**config.mk**
```make
export PLATFORM = sky130hd
export DESIGN_NAME = apb_ram_ws_slave_flat
export DESIGN_NICKNAME = d
export VERILOG_FILES = /design/src/rtl/apb_ram_ws_slave_pkg.sv /design/src/rtl/apb_ram_ws_slave_if.sv /design/src/rtl/apb_ram_ws_slave_mem.sv /design/src/rtl/apb_ram_ws_slave.sv /design/src/flat_wrapper.sv
export SDC_FILE = /design/constraint.sdc
export NUM_CORES = 2
export LEC_CHECK = 0
export ABC_AREA = 1
export BUFFER_PORTS_ARGS = -buffer_cell sky130_fd_sc_hd__buf_2
export CAP_MARGIN = 25
export CORE_ASPECT_RATIO = 2
export CORE_MARGIN = 2
export CORE_UTILIZATION = 40
export DETAILED_ROUTE_END_ITERATION = 8
export GPL_ROUTABILITY_DRIVEN = 0
export GPL_TIMING_DRIVEN = 0
export PLACE_DENSITY = 0.57
export REMOVE_ABC_BUFFERS = 1
export SLEW_MARGIN = 20
export SYNTH_ARGS = -nofsm -noshare
export SYNTH_HDL_FRONTEND = slang
export SYNTH_SLANG_ARGS = --single-unit
```
**constraint.sdc**
```tcl
create_clock -name PCLK -period 12.9 [get_ports PCLK]
set_clock_uncertainty 0.05 [all_clocks]
set_input_delay 1.935 -clock PCLK [delete_from_list [all_inputs] [get_ports PCLK]]
set_output_delay 1.935 -clock PCLK [all_outputs]
set_load 0.01 [all_outputs]
```
**src/rtl/apb_ram_ws_slave_pkg.sv**
```systemverilog
// Shared APB definitions: bus widths, FSM state encoding and a byte-lane merge helper.
package apb_pkg;

    localparam int APB_ADDR_WIDTH = 32;
    localparam int APB_DATA_WIDTH = 32;
    localparam int APB_STRB_WIDTH = 4;
    localparam int APB_PROT_WIDTH = 3;
    localparam int PROT_PRIV      = 0;

    typedef enum logic {
        IDLE   = 1'b0,
        ACCESS = 1'b1
    } apb_state_e;

    function automatic logic [APB_DATA_WIDTH-1:0] merge_bytes(
        input logic [APB_DATA_WIDTH-1:0] old_word,
        input logic [APB_DATA_WIDTH-1:0] new_word,
        input logic [APB_STRB_WIDTH-1:0] strb
    );
        logic [APB_DATA_WIDTH-1:0] res;
        res = old_word;
        for (int i = 0; i < APB_STRB_WIDTH; i++) begin
            if (strb[i]) begin
                res[8*i +: 8] = new_word[8*i +: 8];
            end else begin
                res[8*i +: 8] = old_word[8*i +: 8];
            end
        end
        return res;
    endfunction

endpackage

```
**src/rtl/apb_ram_ws_slave_if.sv**
```systemverilog
// APB4 bus bundle between the requester and the wait-state RAM completer.
interface apb_ram_ws_slave_if
    import apb_pkg::*;
#(
    parameter int ADDR_WIDTH = APB_ADDR_WIDTH
);
    logic                      psel;
    logic                      penable;
    logic                      pwrite;
    logic [ADDR_WIDTH-1:0]     paddr;
    logic [APB_DATA_WIDTH-1:0] pwdata;
    logic [APB_STRB_WIDTH-1:0] pstrb;
    logic [APB_PROT_WIDTH-1:0] pprot;
    logic                      pready;
    logic                      pslverr;
    logic [APB_DATA_WIDTH-1:0] prdata;

    modport master (
        output psel, penable, pwrite, paddr, pwdata, pstrb, pprot,
        input  pready, pslverr, prdata
    );

    modport slave (
        input  psel, penable, pwrite, paddr, pwdata, pstrb, pprot,
        output pready, pslverr, prdata
    );
endinterface

```
**src/rtl/apb_ram_ws_slave_mem.sv**
```systemverilog
// Single-port word RAM with per-byte write enables and a registered, clearable read port.
module apb_ram_ws_mem
    import apb_pkg::*;
#(
    parameter int DEPTH = 64,
    parameter int IDX_W = $clog2(DEPTH)
) (
    input  logic                      clk,
    input  logic                      rst_n,
    input  logic [IDX_W-1:0]          addr,
    input  logic                      wr_en,
    input  logic [APB_STRB_WIDTH-1:0] wr_strb,
    input  logic [APB_DATA_WIDTH-1:0] wr_data,
    input  logic                      rd_en,
    input  logic                      rd_clr,
    output logic [APB_DATA_WIDTH-1:0] rd_data
);
    logic [APB_DATA_WIDTH-1:0] mem_r [DEPTH];

    // Array contents are deliberately left unreset.
    always_ff @(posedge clk) begin
        if (wr_en) begin
            mem_r[addr] <= merge_bytes(mem_r[addr], wr_data, wr_strb);
        end
    end

    // Read register: an erroring read loads zero instead of the array word.
    always_ff @(posedge clk or negedge rst_n) begin
        if (!rst_n) begin
            rd_data <= 32'h0000_0000;
        end else if (rd_en) begin
            rd_data <= rd_clr ? 32'h0000_0000 : mem_r[addr];
        end else begin
            rd_data <= rd_data;
        end
    end
endmodule

```
**src/rtl/apb_ram_ws_slave.sv**
```systemverilog
// APB4 RAM completer with programmable wait states, byte strobes and PSLVERR on
// misaligned, out-of-range or unprivileged accesses.
module apb_ram_ws_slave
    import apb_pkg::*;
#(
    parameter int ADDR_WIDTH  = 32,
    parameter int DATA_WIDTH  = 32,
    parameter int MEM_DEPTH   = 64,
    parameter int WAIT_STATES = 2,
    parameter int PROT_WORDS  = 8
) (
    input  logic                  PCLK,
    input  logic                  PRESETn,
    apb_ram_ws_slave_if.slave     apb
);
    localparam int                    IDX_W     = $clog2(MEM_DEPTH);
    localparam int                    PRIV_BASE = MEM_DEPTH - PROT_WORDS;
    localparam logic [ADDR_WIDTH-1:0] MEM_BYTES = ADDR_WIDTH'(MEM_DEPTH * 4);
    localparam logic [3:0]            WS_INIT   = 4'(WAIT_STATES);

    apb_state_e                state_r;
    logic [3:0]                cnt_r;
    logic                      wr_r;
    logic                      err_r;
    logic [IDX_W-1:0]          idx_r;
    logic [DATA_WIDTH-1:0]     wdata_r;
    logic [APB_STRB_WIDTH-1:0] strb_r;
    logic                      pready_r;
    logic                      pslverr_r;

    logic             setup_s;
    logic             err_s;
    logic [IDX_W-1:0] idx_s;
    logic             done_next_s;
    logic             err_next_s;
    logic             complete_s;
    logic             mem_rd_s;
    logic             mem_wr_s;
    logic [IDX_W-1:0] mem_addr_s;

    // Address decode for the transfer currently presented in its setup phase.
    always_comb begin
        idx_s = apb.paddr[IDX_W+1:2];
        err_s = 1'b0;
        if (apb.paddr[1:0] != 2'b00) begin
            err_s = 1'b1;
        end else if (apb.paddr >= MEM_BYTES) begin
            err_s = 1'b1;
        end else if ((32'(idx_s) >= 32'(PRIV_BASE)) && !apb.pprot[PROT_PRIV]) begin
            err_s = 1'b1;
        end else begin
            err_s = 1'b0;
        end
    end

    // done_next_s marks the edge before the completion cycle; the RAM read is
    // issued on that edge so PRDATA lands together with PREADY.
    always_comb begin
        setup_s     = (state_r == IDLE) && apb.psel && !apb.penable;
        complete_s  = (state_r == ACCESS) && apb.psel && (cnt_r == 4'd0);
        done_next_s = 1'b0;
        err_next_s  = 1'b0;
        mem_rd_s    = 1'b0;
        mem_addr_s  = idx_r;
        if (setup_s) begin
            done_next_s = (WS_INIT == 4'd0);
            err_next_s  = err_s;
            mem_rd_s    = (WS_INIT == 4'd0) && !apb.pwrite;
            mem_addr_s  = idx_s;
        end else begin
            done_next_s = (state_r == ACCESS) && apb.psel && (cnt_r == 4'd1);
            err_next_s  = err_r;
            mem_rd_s    = done_next_s && !wr_r;
            mem_addr_s  = idx_r;
        end
        mem_wr_s = complete_s && wr_r && !err_r;
    end

    // Transfer FSM, wait counter and registered handshake outputs.
    always_ff @(posedge PCLK or negedge PRESETn) begin
        if (!PRESETn) begin
            state_r   <= IDLE;
            cnt_r     <= 4'd0;
            wr_r      <= 1'b0;
            err_r     <= 1'b0;
            idx_r     <= '0;
            wdata_r   <= '0;
            strb_r    <= 4'h0;
            pready_r  <= 1'b0;
            pslverr_r <= 1'b0;
        end else begin
            pready_r  <= done_next_s;
            pslverr_r <= done_next_s && err_next_s;
            case (state_r)
                IDLE: begin
                    if (setup_s) begin
                        state_r <= ACCESS;
                        cnt_r   <= WS_INIT;
                        wr_r    <= apb.pwrite;
                        err_r   <= err_s;
                        idx_r   <= idx_s;
                        wdata_r <= apb.pwdata;
                        strb_r  <= apb.pstrb;
                    end else begin
                        state_r <= IDLE;
                    end
                end
                ACCESS: begin
                    if (!apb.psel) begin
                        state_r <= IDLE;
                        cnt_r   <= 4'd0;
                    end else if (cnt_r != 4'd0) begin
                        cnt_r <= cnt_r - 4'd1;
                    end else begin
                        state_r <= IDLE;
                    end
                end
                default: begin
                    state_r <= IDLE;
                    cnt_r   <= 4'd0;
                end
            endcase
        end
    end

    apb_ram_ws_mem #(
        .DEPTH (MEM_DEPTH),
        .IDX_W (IDX_W)
    ) u_mem (
        .clk     (PCLK),
        .rst_n   (PRESETn),
        .addr    (mem_addr_s),
        .wr_en   (mem_wr_s),
        .wr_strb (strb_r),
        .wr_data (wdata_r),
        .rd_en   (mem_rd_s),
        .rd_clr  (err_next_s),
        .rd_data (apb.prdata)
    );

    assign apb.pready  = pready_r;
    assign apb.pslverr = pslverr_r;
endmodule

```
**src/flat_wrapper.sv**
```systemverilog
// flat-port wrapper written by rule: the top's interface ports become plain ports
module apb_ram_ws_slave_flat import apb_pkg::*;
#(
    parameter int ADDR_WIDTH  = 32,
    parameter int DATA_WIDTH  = 32,
    parameter int MEM_DEPTH   = 64,
    parameter int WAIT_STATES = 2,
    parameter int PROT_WORDS  = 8
)
  (PCLK, PRESETn, apb_psel, apb_penable, apb_pwrite, apb_paddr, apb_pwdata, apb_pstrb, apb_pprot, apb_pready, apb_pslverr, apb_prdata);
  apb_ram_ws_slave_if #(.ADDR_WIDTH(ADDR_WIDTH)) apb_i ();
  input  logic PCLK;
  input  logic PRESETn;
  input wire logic [$bits(apb_i.psel)-1:0] apb_psel;
  input wire logic [$bits(apb_i.penable)-1:0] apb_penable;
  input wire logic [$bits(apb_i.pwrite)-1:0] apb_pwrite;
  input wire logic [$bits(apb_i.paddr)-1:0] apb_paddr;
  input wire logic [$bits(apb_i.pwdata)-1:0] apb_pwdata;
  input wire logic [$bits(apb_i.pstrb)-1:0] apb_pstrb;
  input wire logic [$bits(apb_i.pprot)-1:0] apb_pprot;
  output wire logic [$bits(apb_i.pready)-1:0] apb_pready;
  output wire logic [$bits(apb_i.pslverr)-1:0] apb_pslverr;
  output wire logic [$bits(apb_i.prdata)-1:0] apb_prdata;
  assign apb_i.psel = apb_psel;
  assign apb_i.penable = apb_penable;
  assign apb_i.pwrite = apb_pwrite;
  assign apb_i.paddr = apb_paddr;
  assign apb_i.pwdata = apb_pwdata;
  assign apb_i.pstrb = apb_pstrb;
  assign apb_i.pprot = apb_pprot;
  assign apb_pready = apb_i.pready;
  assign apb_pslverr = apb_i.pslverr;
  assign apb_prdata = apb_i.prdata;
  apb_ram_ws_slave #(.ADDR_WIDTH(ADDR_WIDTH), .DATA_WIDTH(DATA_WIDTH), .MEM_DEPTH(MEM_DEPTH), .WAIT_STATES(WAIT_STATES), .PROT_WORDS(PROT_WORDS)) u_core (.PCLK(PCLK), .PRESETn(PRESETn), .apb(apb_i));
endmodule
```
======== Word level (Yosys, flattened, before mapping) ========
Memory sizes are Yosys's and may differ from the RTL's.
Index checks and enable logic that the tools add are counted.
word-level totals
  bits in registers ....................... 83
  RAM bits ................................ 2,048
  bits of input ports ..................... 76
  output and inout bits ................... 34
  word-level logic and storage cells ...... 63
  memories kept ........................... 1
cells by class
  add/subtract/negate cells ............... 1
  $lt $le $gt $ge ......................... 2
  equality and inequality tests ........... 3
  mux-type cells .......................... 26
  bitwise operators ....................... 1
  reduce and logical (&&, ||, !) cells .... 19
memories
  memory              depth  width  rd ports  clocked after memory_dff  write ports  line                        RTL
  u_core.u_mem.mem_r  64     32     1         0                         1            apb_ram_ws_slave_mem.sv:18  logic [APB_DATA_WIDTH-1:0] mem_r [DEPTH];
operators by type and width
  operator             count
  $mux 8               8
  $ge 32x9->1 const B  1
  $mux 32              1
  $mux 4               3
  $mux 1               11
  $logic_and 1x1->1    10
  $pmux 4 s2           1
  $ge 6x6->1 const B   1
  $mux 6               1
  $eq 4x1->1 const B   1
  $logic_not 1->1      4
  $logic_not 4->1      1
  $reduce_and 2->1     2
  $reduce_bool 4->1    1
  $sub 4x1->4 const B  1
  $ne 3x3->1 const B   1
  $ne 2x1->1 const B   1
  $pmux 1 s2           1
  $reduce_bool 2->1    1
  $not 1->1            1

======== Logic depth before layout (Yosys ltp) ========
  depth after elaboration ................. 7
  mapped depth ............................ 19
  depth with buffers taken out ............ 16

======== Hierarchy ========
From an unflattened synthesis, not the netlist that was laid out.
unflattened totals
  cell total of the unflattened synthesis .. 8,944
  area, all modules ....................... 90,459.3 um2
by module, submodules not included
  module            times used  cells an instance  area an instance (um2)  sequential area each (um2)
  apb_ram_ws_mem    1           8,648              88,174.6                62,299.8
  apb_ram_ws_slave  1           296                2,284.7                 1,276.2

======== Least setup slack after synthesis ========
No wires, ideal clock.
  kind .................................... input to register
  from .................................... input apb_penable
  to ...................................... memory u_core.u_mem.mem_r[40][0] (enable)
  arrival time ............................ 5.427 ns
  path slack .............................. 6.961 ns
  cell stages on the path ................. 10
  path through ............................ inv_1 nand3_4 inv_2 buf_2 or2_1 o21ai_2 nor2_1 clkbuf_1 nand2_1 nor3_1
between the ends
  longest elaborated chain between the ends .. 3
ends and longest elaborated chain
  item               line                        RTL
  start, declared    flat_wrapper.sv:15          input wire logic [$bits(apb_i.penable)-1:0] apb_penable;
  $logic_not 1->1    apb_ram_ws_slave.sv:59      setup_s = (state_r == IDLE) && apb.psel && !apb.penable;
  $logic_and 1x1->1  apb_ram_ws_slave.sv:59
  $mux 6             n/a
  end, declared      apb_ram_ws_slave_mem.sv:18
Every way passes these cells.

==> results summary <==
The flow ran to the end, and the final reports show no timing, DRC or antenna violations. The unique cell type count in the Yosys netlist came out at 35. The via count came out at 61,600.

The post-synthesis register bit count came out at 2,131. The effective utilization at floorplan is 40.2%. The core region is 0.223 sq mm. The synthesized netlist occupies a cell area of approximately 0.09 sq mm. The fraction of layout instances using a drive strength above 1 is 8.24%.

The worst hold margin came out at between 400 and 500 ps. The detailed-route wire length on metal 1 is 105 mm. The y dimension of the die came out at a little under 700 um. The first detailed-routing pass ran for 6 iterations. In the detailed route, the total length drawn on met3 is about 16 mm. The design area came out at 0.104 sq mm. The largest net degree at the start of global routing came out at 124. The highest signal layer in the routed design is met5. The detailed-route wire length per cell came out at 22.4 um. The hold violation count in the final report is 0. The number of nets in the layout came out at approximately 9,000. The post-route core utilization is 46.7%.

Summed over all instances, the cell type with the most area after synthesis is sky130_fd_sc_hd__edfxtp_1. The largest buffer count on any clock path is 4. After detailed placement, the total cell area comes to 0.0982 sq mm. Summed over all nets, the half-perimeter wirelength after detailed placement is 167 mm. The number of setup violations in the final report is 0. The clock period minus final worst setup slack is between 6000 and 7000 ps. The relative max-transition margin is 28.0%. The DRC marker count from the first detailed-route iteration is 5,851. The mean area per synthesized cell came out at a little over 10 sq um. The final critical path takes up 53.2% of the cycle. The synthesized design contains 2,048 enable-type register cells.

The most instantiated flip-flop cell in the synthesis netlist is sky130_fd_sc_hd__edfxtp_1. The worst setup path is captured at a register. The clock tree from TritonCTS is built. The number of buffers inserted by post-CTS setup repair came out at 0. The post-cts gate resize count came out at 0. The tree is rooted in a sky130_fd_sc_hd__clkbuf_16. The die width came out at roughly 340 um. The total area of sequential cells came out at about 0.064 sq mm. The footprint of the multi-input gates came out at 0.0242 sq mm.

The first global-routing pass estimated 394 mm of wire. The total wire length came out at 269 mm. The die covers between 0.2 and 0.25 sq mm. The number of global-route vias before repair came out at 59,100. The share of the yosys chip area belonging to registers is 70.9%. The initial antenna violation count came out at 8. The number of levels in the clock H-tree came out at 4. The layout overhead on the synthesized area is 16.1%. The launching element type of the critical path is a primary input.

In this run, post-CTS hold repair placed 0 buffers. For this design the ratio of total power to cell area is 187 mW/mm^2. In the global route stage, overall resource usage came out at 23.2%. The data arrival at the endpoint of the critical path came out at 7440 ps.

The clock drives 2,131 sinks. Setup repair after global routing left no endpoint under its margin. For this run, asynchronously set or reset flops after synthesis account for 3.89%. Ranked by instance count, the synthesized netlist is headed by 5,514 x sky130_fd_sc_hd__nand2_1, 2,048 x sky130_fd_sc_hd__edfxtp_1, 254 x sky130_fd_sc_hd__buf_2, 221 x sky130_fd_sc_hd__nor2_1, 154 x sky130_fd_sc_hd__inv_1. The ratio of routed vias to standard cells is between 5 and 6. Input and output buffers added on the ports amount to 107. The sum of met2 wire segment lengths after detailed routing came out at 136 mm. The top cell type's share of synthesized area came out at 68.6%. The path class of the tightest hold or removal check is reg2reg. The post-synthesis cell count is roughly 8,800.

The transition time at the pin with the least slew margin is 1080 ps. By area the synthesized netlist is led by sky130_fd_sc_hd__edfxtp_1 69%, sky130_fd_sc_hd__nand2_1 23%, sky130_fd_sc_hd__dfrtp_1 2.3%, sky130_fd_sc_hd__buf_2 1.4%, sky130_fd_sc_hd__nor2_1 0.92%. The highest ir drop seen on vdd is 0.140 mV. The worst-path maximum fanout is 45. The number of pins exceeding their max-slew limit in the final report is 0. The number of standard-cell rows in the floorplan is 245.

The filler cell count in the final layout is 19,900. The total negative slack is 0 ps. The worst setup path is of the in2reg kind. The post-CTS clock slew at the launch and capture registers of the worst setup and hold paths is 70 ps. The number of max-capacitance violations reported is 0. The number of I/O pins is 110. The leakage power is 0.0430 uW. By instance count, the leading cell after synthesis is sky130_fd_sc_hd__nand2_1. The DRC violation count after routing is 0. The maximum clock rate is 146 MHz. During synthesis, Yosys emitted a total of 0 warnings. The aggregate global routing overflow is 0.

The clock latency at the later pin of the worst-skew pair came out at around 860 ps. STA puts the critical path data required time at 13,470 ps. Once detail routing completed, the nets flagged for antenna violations numbered 0. TritonCTS created ~190 clock buffers.
routing by layer:
| metal | up-vias | global-route usage, % |
|---|---|---|
| met5 | - | 0 |
| met4 | 6 | 10.6 |
| met3 | 490 | 2.54 |
| met2 | 2152 | 40.8 |
| met1 | 30300 | 28.8 |
| li1 | 28700 | - |
registers in the layout, indices dropped and copies added (netlist names):
| signal | count |
|---|---|
| u_core.apb.pslverr | 1 |
| u_core.cnt_r | 4 |
| u_core.apb.pready | 1 |
| u_core.wdata_r | 32 |
| u_core.err_r | 1 |
| u_core.strb_r | 4 |
| u_core.u_mem.rd_data | 32 |
| u_core.idx_r | 6 |
| u_core.wr_r | 1 |
| u_core.state_r | 1 |
| u_core.u_mem.mem_r | 2048 |
layout by cell type (no fill, tap or decap), types with 6 or more instances in the layout:
cell type	instances
sky130_fd_sc_hd__nand2_4	33
sky130_fd_sc_hd__nand3_1	74
sky130_fd_sc_hd__bufinv_16	16
sky130_fd_sc_hd__diode_2	6
sky130_fd_sc_hd__edfxtp_1	2048
sky130_fd_sc_hd__nand3b_1	6
sky130_fd_sc_hd__buf_2	106
sky130_fd_sc_hd__clkinv_1	45
sky130_fd_sc_hd__clkinv_2	26
sky130_fd_sc_hd__or2_2	16
sky130_fd_sc_hd__buf_16	111
sky130_fd_sc_hd__buf_12	116
sky130_fd_sc_hd__clkbuf_1	40
sky130_fd_sc_hd__inv_1	154
sky130_fd_sc_hd__nor2_4	76
sky130_fd_sc_hd__o21ai_0	109
sky130_fd_sc_hd__nor2_1	149
sky130_fd_sc_hd__a21oi_1	55
sky130_fd_sc_hd__o211ai_1	12
sky130_fd_sc_hd__dfrtp_1	83
sky130_fd_sc_hd__inv_2	6
sky130_fd_sc_hd__o21ai_1	25
sky130_fd_sc_hd__clkbuf_16	197
sky130_fd_sc_hd__nand2_1	5480
sky130_fd_sc_hd__buf_4	10
through the flow:
stage	worst slack (ps)	total power, uW	cells
3_3_place_gp	-30790	15400	11400
6_report	6040	19500	12000
5_1_grt	5770	20200	12000
4_1_cts	5830	19600	12000
2_1_floorplan	-5160	12400	8365
3_5_place_dp	4950	14000	11700
path summary, 6_finish.rpt:
path / from / end / slack, ps / depth (start not counted)
max in group asynchronous: PRESETn / u_core.u_mem.rd_data[11]$_DFFE_PN0P_ / 11170 / 2
setup reg to reg: u_core.state_r$_DFF_PN0_ / u_core.u_mem.mem_r[0][23]$_DFFE_PP_ / 6830 / 16
hold reg to reg: u_core.u_mem.rd_data[14]$_DFFE_PN0P_ / u_core.u_mem.rd_data[14]$_DFFE_PN0P_ / 430 / 2
hold / removal: u_core.u_mem.rd_data[14]$_DFFE_PN0P_ / u_core.u_mem.rd_data[14]$_DFFE_PN0P_ / 430 / 2
setup / recovery: apb_penable / u_core.u_mem.mem_r[0][23]$_DFFE_PP_ / 6040 / 17
min in group asynchronous: PRESETn / u_core.u_mem.rd_data[27]$_DFFE_PN0P_ / 1000 / 1
kinds of logic (layout without fill, tap and decap cells):
| logic type | after synthesis | count (layout) | share of synthesized area [%] |
|---|---|---|---|
| xor gates and xnor gates | 2 | 2 | 0.0195 |
| other | 0 | 6 | 0 |
| adders and majority gates | 3 | 3 | 0.0419 |
| buffers and inverters | 607 | 844 | 3.05 |
| and+or+nand+nor | 5855 | 5855 | 24.8 |
| DFF | 2131 | 2131 | 70.9 |
| AOI/OAI and AO/OA | 209 | 209 | 1.23 |
power by group:
part	internal, uW	total [uW]	switching, uW
Sequential	8700	8740	34.9
Combinational	1260	5090	3830
Clock	3110	5620	2520
Total	13100	19400	6380
layout make-up:
cell class | count | share of cell area [%]
flip-flops and latches | 2131 | 61.0
multi-input cells | 6069 | 23.3
repair buffers | 350 | 5.84
clock buffers | 238 | 4.89
well taps | 2964 | 3.56
clock inverters | 91 | 0.800
inverters | 165 | 0.595
diodes | 6 | 0.0144
critical path, stage by stage:
cell,delay (ps)
sky130_fd_sc_hd__buf_2,110
sky130_fd_sc_hd__inv_1,120
sky130_fd_sc_hd__nand3_4,620
sky130_fd_sc_hd__inv_2,630
sky130_fd_sc_hd__buf_12,260
sky130_fd_sc_hd__or2_1,130
sky130_fd_sc_hd__o21ai_1,70
sky130_fd_sc_hd__inv_2,180
sky130_fd_sc_hd__nand2_1,220
sky130_fd_sc_hd__nor2_4,600
sky130_fd_sc_hd__clkinv_1,810
sky130_fd_sc_hd__nand2_1,450
sky130_fd_sc_hd__nand2_1,110
sky130_fd_sc_hd__nand2_1,250
sky130_fd_sc_hd__o21ai_1,160
sky130_fd_sc_hd__nand2_4,330
sky130_fd_sc_hd__buf_12,250
Power figures use the tool's default switching activity.
